--- config.mk ---
export PLATFORM = sky130hd
export DESIGN_NAME = player_motion_ctrl
export DESIGN_NICKNAME = d
export VERILOG_FILES = /design/src/rtl/player_motion_ctrl.sv
export SDC_FILE = /design/constraint.sdc
export NUM_CORES = 1
export LEC_CHECK = 0
export ABC_AREA = 1
export ABC_CLOCK_PERIOD_IN_PS = 6050
export BUFFER_PORTS_ARGS = -buffer_cell sky130_fd_sc_hd__clkbuf_2
export CAP_MARGIN = 20
export CORE_UTILIZATION = 50
export CTS_CLUSTER_DIAMETER = 60
export DETAILED_ROUTE_END_ITERATION = 16
export GPL_TIMING_DRIVEN = 0
export PLACE_DENSITY_LB_ADDON = 0.12
export RECOVER_POWER = 50
export SETUP_SLACK_MARGIN = 0.2
export SLEW_MARGIN = 20
export SYNTH_ARGS = -nofsm -noshare
export SYNTH_HDL_FRONTEND = slang
export SYNTH_SLANG_ARGS = --single-unit
export TNS_END_PERCENT = 20
--- constraint.sdc ---
create_clock -name clk -period 6.05 [get_ports clk]
set_input_delay 1.21 -clock clk [delete_from_list [all_inputs] [get_ports clk]]
set_output_delay 1.21 -clock clk [all_outputs]
set_load 0.05 [all_outputs]
--- src/rtl/player_motion_ctrl.sv ---
// Player motion controller: synchronises and debounces push buttons, then moves a clamped
// (x, y) position once per video frame after a start pulse arms the game.
module player_motion_ctrl #(
    parameter int DEB_CYCLES = 50000,
    parameter int STEP       = 2,
    parameter int X_INIT     = 320,
    parameter int Y_INIT     = 240,
    parameter int X_MIN      = 0,
    parameter int X_MAX      = 638,
    parameter int Y_MAX      = 478,
    parameter int TICK_H     = 0,
    parameter int TICK_V     = 480
) (
    input  logic       clk,
    input  logic       rst,
    input  logic       start,
    input  logic [2:0] keys,
    input  logic [9:0] h_count,
    input  logic [9:0] v_count,
    output logic [9:0] x,
    output logic [9:0] y,
    output logic       pos_valid,
    output logic       frame_tick,
    output logic [2:0] keys_db,
    output logic       state_dbg
);

    typedef enum logic {
        IDLE = 1'b0,
        PLAY = 1'b1
    } state_t;

    localparam int             CW       = $clog2(DEB_CYCLES) + 1;
    localparam logic [CW-1:0]  CNT_LAST = CW'(DEB_CYCLES - 1);
    localparam logic [CW-1:0]  CNT_SAT  = {CW{1'b1}};

    logic [2:0]    sync1_q, sync2_q;
    logic [2:0]    db_q, db_d;
    logic [CW-1:0] cnt_q [3];
    logic [CW-1:0] cnt_d [3];
    logic          tick_q;
    state_t        state_q;
    logic [9:0]    x_q, y_q;
    logic          pos_valid_q;
    logic [10:0]   x_w, y_w, x_mv, y_mv;
    logic          right, down, left;

    // Debounce: a bit only flips after DEB_CYCLES consecutive disagreeing samples.
    always_comb begin
        for (int i = 0; i < 3; i++) begin
            cnt_d[i] = cnt_q[i];
            db_d[i]  = db_q[i];
            if (sync2_q[i] != db_q[i]) begin
                if (cnt_q[i] == CNT_LAST) begin
                    db_d[i]  = ~db_q[i];
                    cnt_d[i] = '0;
                end else if (cnt_q[i] != CNT_SAT) begin
                    cnt_d[i] = cnt_q[i] + 1'b1;
                end
            end else begin
                cnt_d[i] = '0;
            end
        end
    end

    always_ff @(posedge clk or negedge rst) begin
        if (!rst) begin
            sync1_q <= '0;
            sync2_q <= '0;
            db_q    <= '0;
            tick_q  <= 1'b0;
            for (int i = 0; i < 3; i++) cnt_q[i] <= '0;
        end else begin
            sync1_q <= keys;
            sync2_q <= sync1_q;
            db_q    <= db_d;
            tick_q  <= (h_count == 10'(TICK_H)) && (v_count == 10'(TICK_V));
            for (int i = 0; i < 3; i++) cnt_q[i] <= cnt_d[i];
        end
    end

    assign right = db_q[0];
    assign down  = db_q[1];
    assign left  = db_q[2];
    assign x_w   = {1'b0, x_q};
    assign y_w   = {1'b0, y_q};

    // 11-bit arithmetic keeps the clamp comparisons free of wrap-around at both edges.
    always_comb begin
        x_mv = x_w;
        y_mv = y_w;
        if (right && !left) begin
            x_mv = (x_w > 11'(X_MAX - STEP)) ? 11'(X_MAX) : x_w + 11'(STEP);
        end else if (left && !right) begin
            x_mv = (x_w < 11'(X_MIN + STEP)) ? 11'(X_MIN) : x_w - 11'(STEP);
        end
        if (down) begin
            y_mv = (y_w > 11'(Y_MAX - STEP)) ? 11'(Y_MAX) : y_w + 11'(STEP);
        end
    end

    always_ff @(posedge clk or negedge rst) begin
        if (!rst) begin
            state_q     <= IDLE;
            x_q         <= 10'(X_INIT);
            y_q         <= 10'(Y_INIT);
            pos_valid_q <= 1'b0;
        end else begin
            case (state_q)
                IDLE: begin
                    x_q         <= 10'(X_INIT);
                    y_q         <= 10'(Y_INIT);
                    pos_valid_q <= 1'b0;
                    if (start) begin
                        state_q     <= PLAY;
                        pos_valid_q <= 1'b1;
                    end
                end
                PLAY: begin
                    pos_valid_q <= 1'b1;
                    if (tick_q) begin
                        x_q <= x_mv[9:0];
                        y_q <= y_mv[9:0];
                    end
                end
                default: state_q <= IDLE;
            endcase
        end
    end

    assign x          = x_q;
    assign y          = y_q;
    assign pos_valid  = pos_valid_q;
    assign frame_tick = tick_q;
    assign keys_db    = db_q;
    assign state_dbg  = state_q;

endmodule
==> metrics, run 1 <==
outcome finished with violations; failing checks max-capacitance violations, max-slew violations; CTS Buf Count 9; Top-Level Pins 52; drt first pass iters 5; Crit Path Max Fanout 10; Buf/Inv on CP 3; Worst R2R Path Depth 13; asr flop ratio synth 100%; CTS tree built; 1st-iter DRT viols 177; vias in the first global route 4422; area of the multi-input gates 2510 µm²; diodes inserted 0; Fillers 922; DRC 0; crit path kind flop to flop; Worst-Skew Late Latency 0.36 ns; Post-Synthesis Cells 698; Tcrit/Tclk final 46.1%; ranking of synthesized cells by area dfrtp_1, nand2_1, nor2_1; clock sinks 80; # Max-Cap Violations 1; WL per Instance 12.4 µm; htree depth 3; HPWL after DPL 8.19 mm; most used cell, CP nand2_1; die height 101 µm; CTS Hold Bufs 0; Synth area leader dfrtp_1; Worst Skew 0.0153 ns; Rel. slew slack -18.3%; Worst Path Arrival 3.04 ns; Leakage Power 2.73 nW; PortBufs 49; VDD IR-drop max 0.147 mV; Post-CTS Resized 0; cell family contributing the most delay on the critical path simple AND/OR/NAND/NOR gates; CP Cell Sequence ha_1 > nand3_1 > inv_1 > nand2_1 > nor2_1 > nand2_1 > nor4_1 > ha_1 > inv_1 > clkbuf_1 > nand2_1 > xor2_1 > nor2_1; Netlist cell types 37; area of the core 9370 µm²; Post-CTS Setup Bufs 0; die footprint 10200 µm²; RePlAce Congestion 0.904; pin count of the biggest net entering global routing 51; Final Util 58.9%; first-pass GRT wire length 19.0 mm; GR Overflow Total 0; Slew @ Worst Pin 1.78 ns; chip width 101 µm; share of the synthesized area in the top cell type 37.6%; Critical Path RT 6.30 ns; worst hold path class flop to flop; root buf cell clkbuf_8; GRT Total Usage 23.3%; share of cells above drive strength 1 12.3%; CP max stage cell dfrtp_1; Cell Pwr Density 200 nW/µm²; Detail Route Antenna Nets 0; DRT Wirelength 11.1 mm; Syn-to-layout area delta 12.2%; initial antenna violation count 0; max-slew violations 31; yosys warns 0; hold-critical path endpoint sync2_q[1]$_DFF_PN0_; row count 35; capturing point of the worst reg2reg path cnt_q[3]$_DFFE_PN0P_; Fmax 359 MHz; Final Hold Fails 0; Reg2Reg Setup Slack 3.26 ns; Clock Path Buffers 2; max incr delay on CP 0.43 ns; via count 4640; mapped cell area 4920 µm²; r2r startpoint cnt_q[0]$_DFFE_PN0P_; hold path depth 0; minimum clock period 2.79 ns; FF/Latch Area 2010 µm²; drt via density 5.19; crit start category flop; Synth Area per Inst 7.05 µm²; Yosys reg bits 80; Finish-stage setup viols 0; NumNets Final 795; hold path startpoint sync1_q[1]$_DFF_PN0_; count of flip-flops with a built-in enable after synthesis 0; RSZ-0062 raised after global routing false; Seq/Total Area, Yosys 40.8%; initial core utilization 52.5%; Top FF cell, synth dfrtp_1; setup TNS 0 ns; clock-pin slew on the worst setup and hold paths 0.09 ns; CP Capture Type flop
## per-layer routing
metal  vias to the layer above  track usage, %  share of wire, %
met4                         0            10.5               1.4
met2                       102            39.5                48
met1                      2164            29.9                46
met3                        14            2.97               4.1
li1                       2360               -                 -
met5                         -               0                 0
## through the flow
step / instances / hold WS (ns) / setup slack (ns) / power, mW / area, µm²
after floorplan: 699 / 0.331 / 3.83 / 0.707 / 4920
after global placement: 877 / 0.333 / 2.96 / 0.755 / 5330
after detailed placement: 878 / 0.339 / 3.35 / 0.761 / 5360
after CTS: 894 / 0.356 / 3.30 / 1.11 / 5530
after global routing: 894 / 0.352 / 3.03 / 1.15 / 5520
final: 894 / 0.356 / 3.26 / 1.10 / 5520
## cell families after synthesis
logic type	synth area share, %
simple gates	37.5
buf+inv	8.24
flops	40.8
fa+ha+maj	2.29
other cells	0.0762
compound gates	5.98
xor+xnor	5.11
## worst max-delay path by stage
stage,start,endpoint,slack [ns],depth (start not counted)
floorplan,cnt_q[34]$_DFFE_PN0P_,cnt_q[43]$_DFFE_PN0P_,3.83,14
global placement,rst,cnt_q[31]$_DFFE_PN0P_,2.96,1
detailed placement,cnt_q[34]$_DFFE_PN0P_,cnt_q[43]$_DFFE_PN0P_,3.35,14
CTS,cnt_q[0]$_DFFE_PN0P_,cnt_q[3]$_DFFE_PN0P_,3.30,13
global route,cnt_q[34]$_DFFE_PN0P_,cnt_q[43]$_DFFE_PN0P_,3.03,14
finish,cnt_q[0]$_DFFE_PN0P_,cnt_q[3]$_DFFE_PN0P_,3.26,13
## cells in the final DEF (no fill, tap or decap), types with 2 or more instances in the layout
master      netlist  routed
or2_2             2       2
o21ai_0          33      33
dfrtp_1          74      74
xor2_1           20      20
nand2_1         189     189
inv_2             6       6
ha_1              9       9
inv_1            87      87
a21oi_1          13      13
dfstp_2           6       5
conb_1            1       2
nor3b_1           4       4
o21ai_1           4       4
clkbuf_8          0       9
nor3_2            3       3
nor3_1           14      14
nand3b_1          2       2
clkinvlp_4        0       2
nor4_1            7       7
clkbuf_2          1      48
clkinv_2          0       2
nand4_1          30      30
nand3_2           3       3
buf_2             2       2
buf_4             3       3
clkbuf_1          2       6
nand3_1          52      52
xor2_2            2       2
nand2_2           3       3
nor2_1          110     110
xnor2_1           5       5
clkinv_1          3       3
## final cells by class
type,instances,area share (%)
buffer,8,0.816
clock buffer,11,2.38
clock inverter,5,0.612
inverter,96,6.53
multi-input combinational,515,45.5
sequential,80,36.4
tap,129,2.92
timing repair buffer,50,4.89
## power by group
group	internal [mW]	switching [mW]	total, mW	leakage (nW)
Combinational	0.0523	0.125	0.178	1.59
Sequential	0.554	0.0195	0.574	1.06
Clock	0.149	0.202	0.351	0.0793
## flip-flops by register name (all words and copies together), names as in the netlist
name and count:
cnt_q 51, y 9, sync1_q 3, frame_tick 1
x 9, keys_db 3, sync2_q 3, pos_valid 1
## cells in the mapped netlist, types with 2 or more instances
cell / n
inv_1: 87
nand3_2: 3
inv_2: 6
or2_2: 2
clkinv_1: 3
clkbuf_1: 2
nor3b_1: 4
dfstp_2: 6
nor2_1: 110
xor2_1: 20
nand4_1: 30
buf_2: 2
nand2_2: 3
dfrtp_1: 74
nand3b_1: 2
ha_1: 9
a21oi_1: 13
xnor2_1: 5
nand3_1: 52
nor4_1: 7
nand2_1: 189
o21ai_1: 4
buf_4: 3
o21ai_0: 33
xor2_2: 2
nor3_1: 14
nor3_2: 3
Power figures use the tool's default switching activity.
==> run 2: changes to the inputs <==
ABC_CLOCK_PERIOD_IN_PS = 2720   (was 6050)
clock period = 2.72 ns   (was 6.05 ns; I/O delays follow)
==> metrics, run 2 (synthesis results as in run 1) <==
r2r startpoint cnt_q[0]$_DFFE_PN0P_; clock network power share 31.8%; Final Hold Fails 0; HPWL after DPL 8.19 mm; crit path kind flop to flop; vias in the first global route 4438; commonest non-fill, non-tap cells in the layout nand2_1, nor2_1, inv_1; combinational power share 16.2%; hold path startpoint keys[1]; FF/Latch Area 2010 µm²; die height 101 µm; via count 4702; GR Overflow Total 0; Worst-Skew Late Latency 0.36 ns; crit start category flop; Pint 1.68 mW; pin count of the biggest net entering global routing 51; root buf cell clkbuf_8; Finish-stage setup viols 0; NumNets Final 799; failing checks max-capacitance violations, max-slew violations; DRC 0; Critical Path RT 2.97 ns; drt via density 5.24; area of the core 9370 µm²; commonest non-fill, non-tap cell in the layout nand2_1; RePlAce Congestion 0.904; largest register by flop count cnt_q; final instance area 5610 µm²; GRT Total Usage 23.5%; max reg flops 51; WL per Instance 12.7 µm; Worst R2R Path Depth 13; cell family contributing the most delay on the critical path simple AND/OR/NAND/NOR gates; Post-Place Cell Area 5360 µm²; most used cell, CP nand2_1; area of the multi-input gates 2580 µm²; hold-critical path endpoint sync1_q[1]$_DFF_PN0_; CTS tree built; placed insts 878; CTS Buf Count 9; # Max-Cap Violations 1; DRT Wirelength 11.4 mm; capturing point of the worst reg2reg path cnt_q[3]$_DFFE_PN0P_; diodes inserted 0; Worst Skew 0.0145 ns; RSZ-0062 raised after global routing true; chip width 101 µm; Pwr Total 2.46 mW; Tcrit/Tclk final 86.3%; Final Util 59.8%; max incr delay on CP 0.45 ns; Syn-to-layout area delta 14.0%; CP Capture Type flop; Cell Pwr Density 438 nW/µm²; share of cells above drive strength 1 14.3%; Crit Path Max Fanout 10; Clock Path Buffers 2; drt first pass iters 4; Rel. slew slack -8.47%; clock sinks 80; CP Launch Point cnt_q[0]$_DFFE_PN0P_; setup TNS 0 ns; CP max stage cell dfrtp_1; Reg2Reg Setup Slack 0.37 ns; initial core utilization 52.5%; Worst Path Arrival 2.59 ns; outcome finished with violations; Buf/Inv on CP 3; row count 35; Slew @ Worst Pin 1.63 ns; die footprint 10200 µm²; non-filler instance count after layout 898; minimum clock period 2.35 ns; VDD IR-drop max 0.327 mV; worst hold path class input port to flop; initial antenna violation count 0; sequential power share 52.0%; first-pass GRT wire length 19.2 mm; PortBufs 49; htree depth 3; Fmax 426 MHz; max-slew violations 32; hold path depth 1; Fillers 903; clock-pin slew on the worst setup and hold paths 0.09 ns; Switching Fraction 31.6%; CP Cell Sequence ha_4 > nand3_1 > inv_2 > nand2_1 > nor2_2 > nand2_1 > nor4_4 > ha_2 > inv_1 > buf_2 > nand2_1 > xor2_1 > nor2_1; Psw 0.775 mW; Detail Route Antenna Nets 0; Leakage Power 2.77 nW; Top-Level Pins 52; 1st-iter DRT viols 181
run 2: cell count changes in the layout (fill, tap and decap cells not counted), sizes merged:
cell,delta
buf,+4
run 2: worst max-delay path by stage:
| stage | to | slack [ns] | depth (start not counted) |
|---|---|---|---|
| floorplan | cnt_q[43]$_DFFE_PN0P_ | 0.50 | 14 |
| global placement | cnt_q[3]$_DFFE_PN0P_ | 0.04 | 13 |
| detailed placement | cnt_q[43]$_DFFE_PN0P_ | 0.02 | 14 |
| CTS | cnt_q[43]$_DFFE_PN0P_ | 0.21 | 14 |
| global route | cnt_q[17]$_DFFE_PN0P_ | 0.1 | 2 |
| finish | cnt_q[3]$_DFFE_PN0P_ | 0.37 | 13 |
run 2: power groups by stage:
stage	Combinational, mW	Sequential, mW	Clock [mW]
finish	0.398	1.28	0.780
global route	0.447	1.28	0.838
CTS	0.395	1.28	0.806
detailed placement	0.394	1.30	0
global placement	0.381	1.30	0
floorplan	0.201	1.37	0
run 2: cell type report:
type | instances | share of cell area (%)
clock inverters | 5 | 0.602
multi-input cells | 515 | 46.1
repair buffers | 54 | 5.00
inverters | 96 | 6.43
well taps | 129 | 2.88
clock buffers | 11 | 2.34
flip-flops and latches | 80 | 35.8
plain buffers | 8 | 0.826
run 2: timing repair:
action | CTS | global route
resized for setup | 5 | 13
pin swaps | 3 | 3
hold buffers | 0 | 0
setup endpoints to repair | 13 | 23
setup buffers | 2 | 2
run 2: metal layers:
layer	GRT usage, %	up-vias	part of all wire (%)
li1	-	2367	-
met1	30.0	2201	45
met3	2.97	18	4.1
met2	40.2	116	49
met4	10.5	0	1.7
met5	0	-	0
run 2: stage by stage:
stage / setup slack (ns) / hold slack, ns
floorplan: 0.500 / 0.248
global placement: 0.0425 / 0.333
detailed placement: 0.0195 / 0.339
CTS: 0.212 / 0.156
global route: 0.0997 / 0.285
finish: 0.373 / 0.287
==> run 3: changes to the inputs <==
CORE_UTILIZATION = 45   (was 50)
HOLD_SLACK_MARGIN = 0.06   (was not set)
==> metrics, run 3 (synthesis results as in run 1) <==
first-pass GRT wire length 19.7 mm; diodes inserted 0; capturing point of the worst reg2reg path cnt_q[3]$_DFFE_PN0P_; r2r startpoint cnt_q[0]$_DFFE_PN0P_; CP Cell Sequence ha_2 > nand3_1 > inv_1 > nand2_1 > nor2_2 > nand2_1 > nor4_2 > ha_2 > inv_1 > clkbuf_2 > nand2_1 > xor2_1 > nor2_1; Worst-Skew Late Latency 0.35 ns; initial core utilization 47.0%; Final Hold Fails 0; largest register by flop count cnt_q; Tcrit/Tclk final 90.1%; WL per Instance 12.6 µm; crit start category flop; max incr delay on CP 0.39 ns; Detail Route Antenna Nets 0; die height 107 µm; via count 4724; Critical Path RT 2.96 ns; max-slew violations 81; share of cells above drive strength 1 14.3%; area of the core 10500 µm²; CP max stage cell dfrtp_1; HPWL after DPL 8.11 mm; setup TNS 0 ns; drt via density 5.23; Top-Level Pins 52; Clock Path Buffers 2; chip width 107 µm; clock-pin slew on the worst setup and hold paths 0.09 ns; GR Overflow Total 0; cell family contributing the most delay on the critical path simple AND/OR/NAND/NOR gates; die footprint 11400 µm²; Slew @ Worst Pin 1.97 ns; CTS Buf Count 9; drt first pass iters 5; Worst Path Arrival 2.69 ns; Worst R2R Path Depth 13; WHS 0.295 ns; PortBufs 49; hold path startpoint keys[1]; Fmax 408 MHz; NumNets Final 798; hold path depth 1; DRT Wirelength 11.4 mm; outcome finished with violations; Syn-to-layout area delta 14.2%; max reg flops 51; # Max-Cap Violations 1; Cell Pwr Density 454 nW/µm²; initial antenna violation count 0; Worst Skew 0.0108 ns; commonest non-fill, non-tap cells in the layout nand2_1, nor2_1, inv_1; hold-critical path endpoint sync1_q[1]$_DFF_PN0_; Setup WS pre-CTS 0.0415 ns; worst hold path class input port to flop; root buf cell clkbuf_8; Pwr Total 2.55 mW; crit path kind flop to flop; Finish-stage setup viols 0; Leakage Power 2.79 nW; most used cell, CP nand2_1; pin count of the biggest net entering global routing 81; DRC 0; commonest non-fill, non-tap cell in the layout nand2_1; 1st-iter DRT viols 222; CP Capture Type flop; vias in the first global route 4450; Buf/Inv on CP 3; VDD IR-drop max 0.280 mV; placed insts 884; minimum clock period 2.45 ns; Final WS setup 0.271 ns; Reg2Reg Setup Slack 0.27 ns; clock sinks 80; htree depth 3; RSZ-0062 raised after global routing true; row count 37; RePlAce Congestion 0.891; failing checks max-capacitance violations, max-slew violations; non-filler instance count after layout 904; CTS tree built; Crit Path Max Fanout 10; GRT Total Usage 21.4%; Rel. slew slack -31.6%
## run 3: power by group
part	internal [mW]	total (mW)	switching, mW
registers	1.23	1.28	0.0430
logic	0.115	0.394	0.280
clock network	0.426	0.879	0.454
## run 3: how the worst max path moves through the flow
stage | start | endpoint | slack [ns] | cells after the start
after detailed placement | cnt_q[34]$_DFFE_PN0P_ | cnt_q[43]$_DFFE_PN0P_ | 0.04 | 14
after floorplan | cnt_q[34]$_DFFE_PN0P_ | cnt_q[43]$_DFFE_PN0P_ | 0.50 | 14
after global placement | cnt_q[34]$_DFFE_PN0P_ | cnt_q[43]$_DFFE_PN0P_ | -0.009 | 14
after global routing | cnt_q[0]$_DFFE_PN0P_ | cnt_q[3]$_DFFE_PN0P_ | 0.06 | 13
final | cnt_q[0]$_DFFE_PN0P_ | cnt_q[3]$_DFFE_PN0P_ | 0.27 | 13
after CTS | cnt_q[0]$_DFFE_PN0P_ | cnt_q[3]$_DFFE_PN0P_ | 0.24 | 13
## run 3: cell type report
type	instances	area, µm²
flip-flops and latches	80	2010
inverters	96	360
fillers	1045	4840
well taps	136	170
repair buffers	53	275
clock inverters	5	57.6
multi-input cells	515	2570
clock buffers	11	131
plain buffers	8	46.3
## run 3: what timing repair did
action | 4_1_cts | 5_1_grt
cloned | 0 | 0
resized for setup | 4 | 10
hold buffers | 0 | 0
endpoints found under the setup margin | 13 | 21
pin swaps | 2 | 2
setup buffers | 2 | 2
## run 3: through the flow
stage | util (%) | cell area, µm²
after detailed placement | 51.1 | 5350
after global routing | 53.7 | 5620
after floorplan | - | 4920
after CTS | 53.2 | 5570
after global placement | 51.0 | 5340
final | 53.7 | 5620
## run 3: layer usage
metal / up-vias / track usage [%] / share of wire [%]
li1: 2361 / - / -
met4: 0 / 8.51 / 1.5
met5: - / 0 / 0
met2: 96 / 36.3 / 49
met3: 21 / 3.34 / 3.8
met1: 2246 / 27.2 / 45
## run 3: worst register-to-register path, cell delays in order, from the launching register on
cell	delay, ns
dfrtp_1	0.39
ha_2	0.23
nand3_1	0.14
inv_1	0.15
nand2_1	0.10
nor2_2	0.14
nand2_1	0.10
nor4_2	0.23
ha_2	0.25
inv_1	0.07
clkbuf_2	0.20
nand2_1	0.12
xor2_1	0.15
nor2_1	0.06
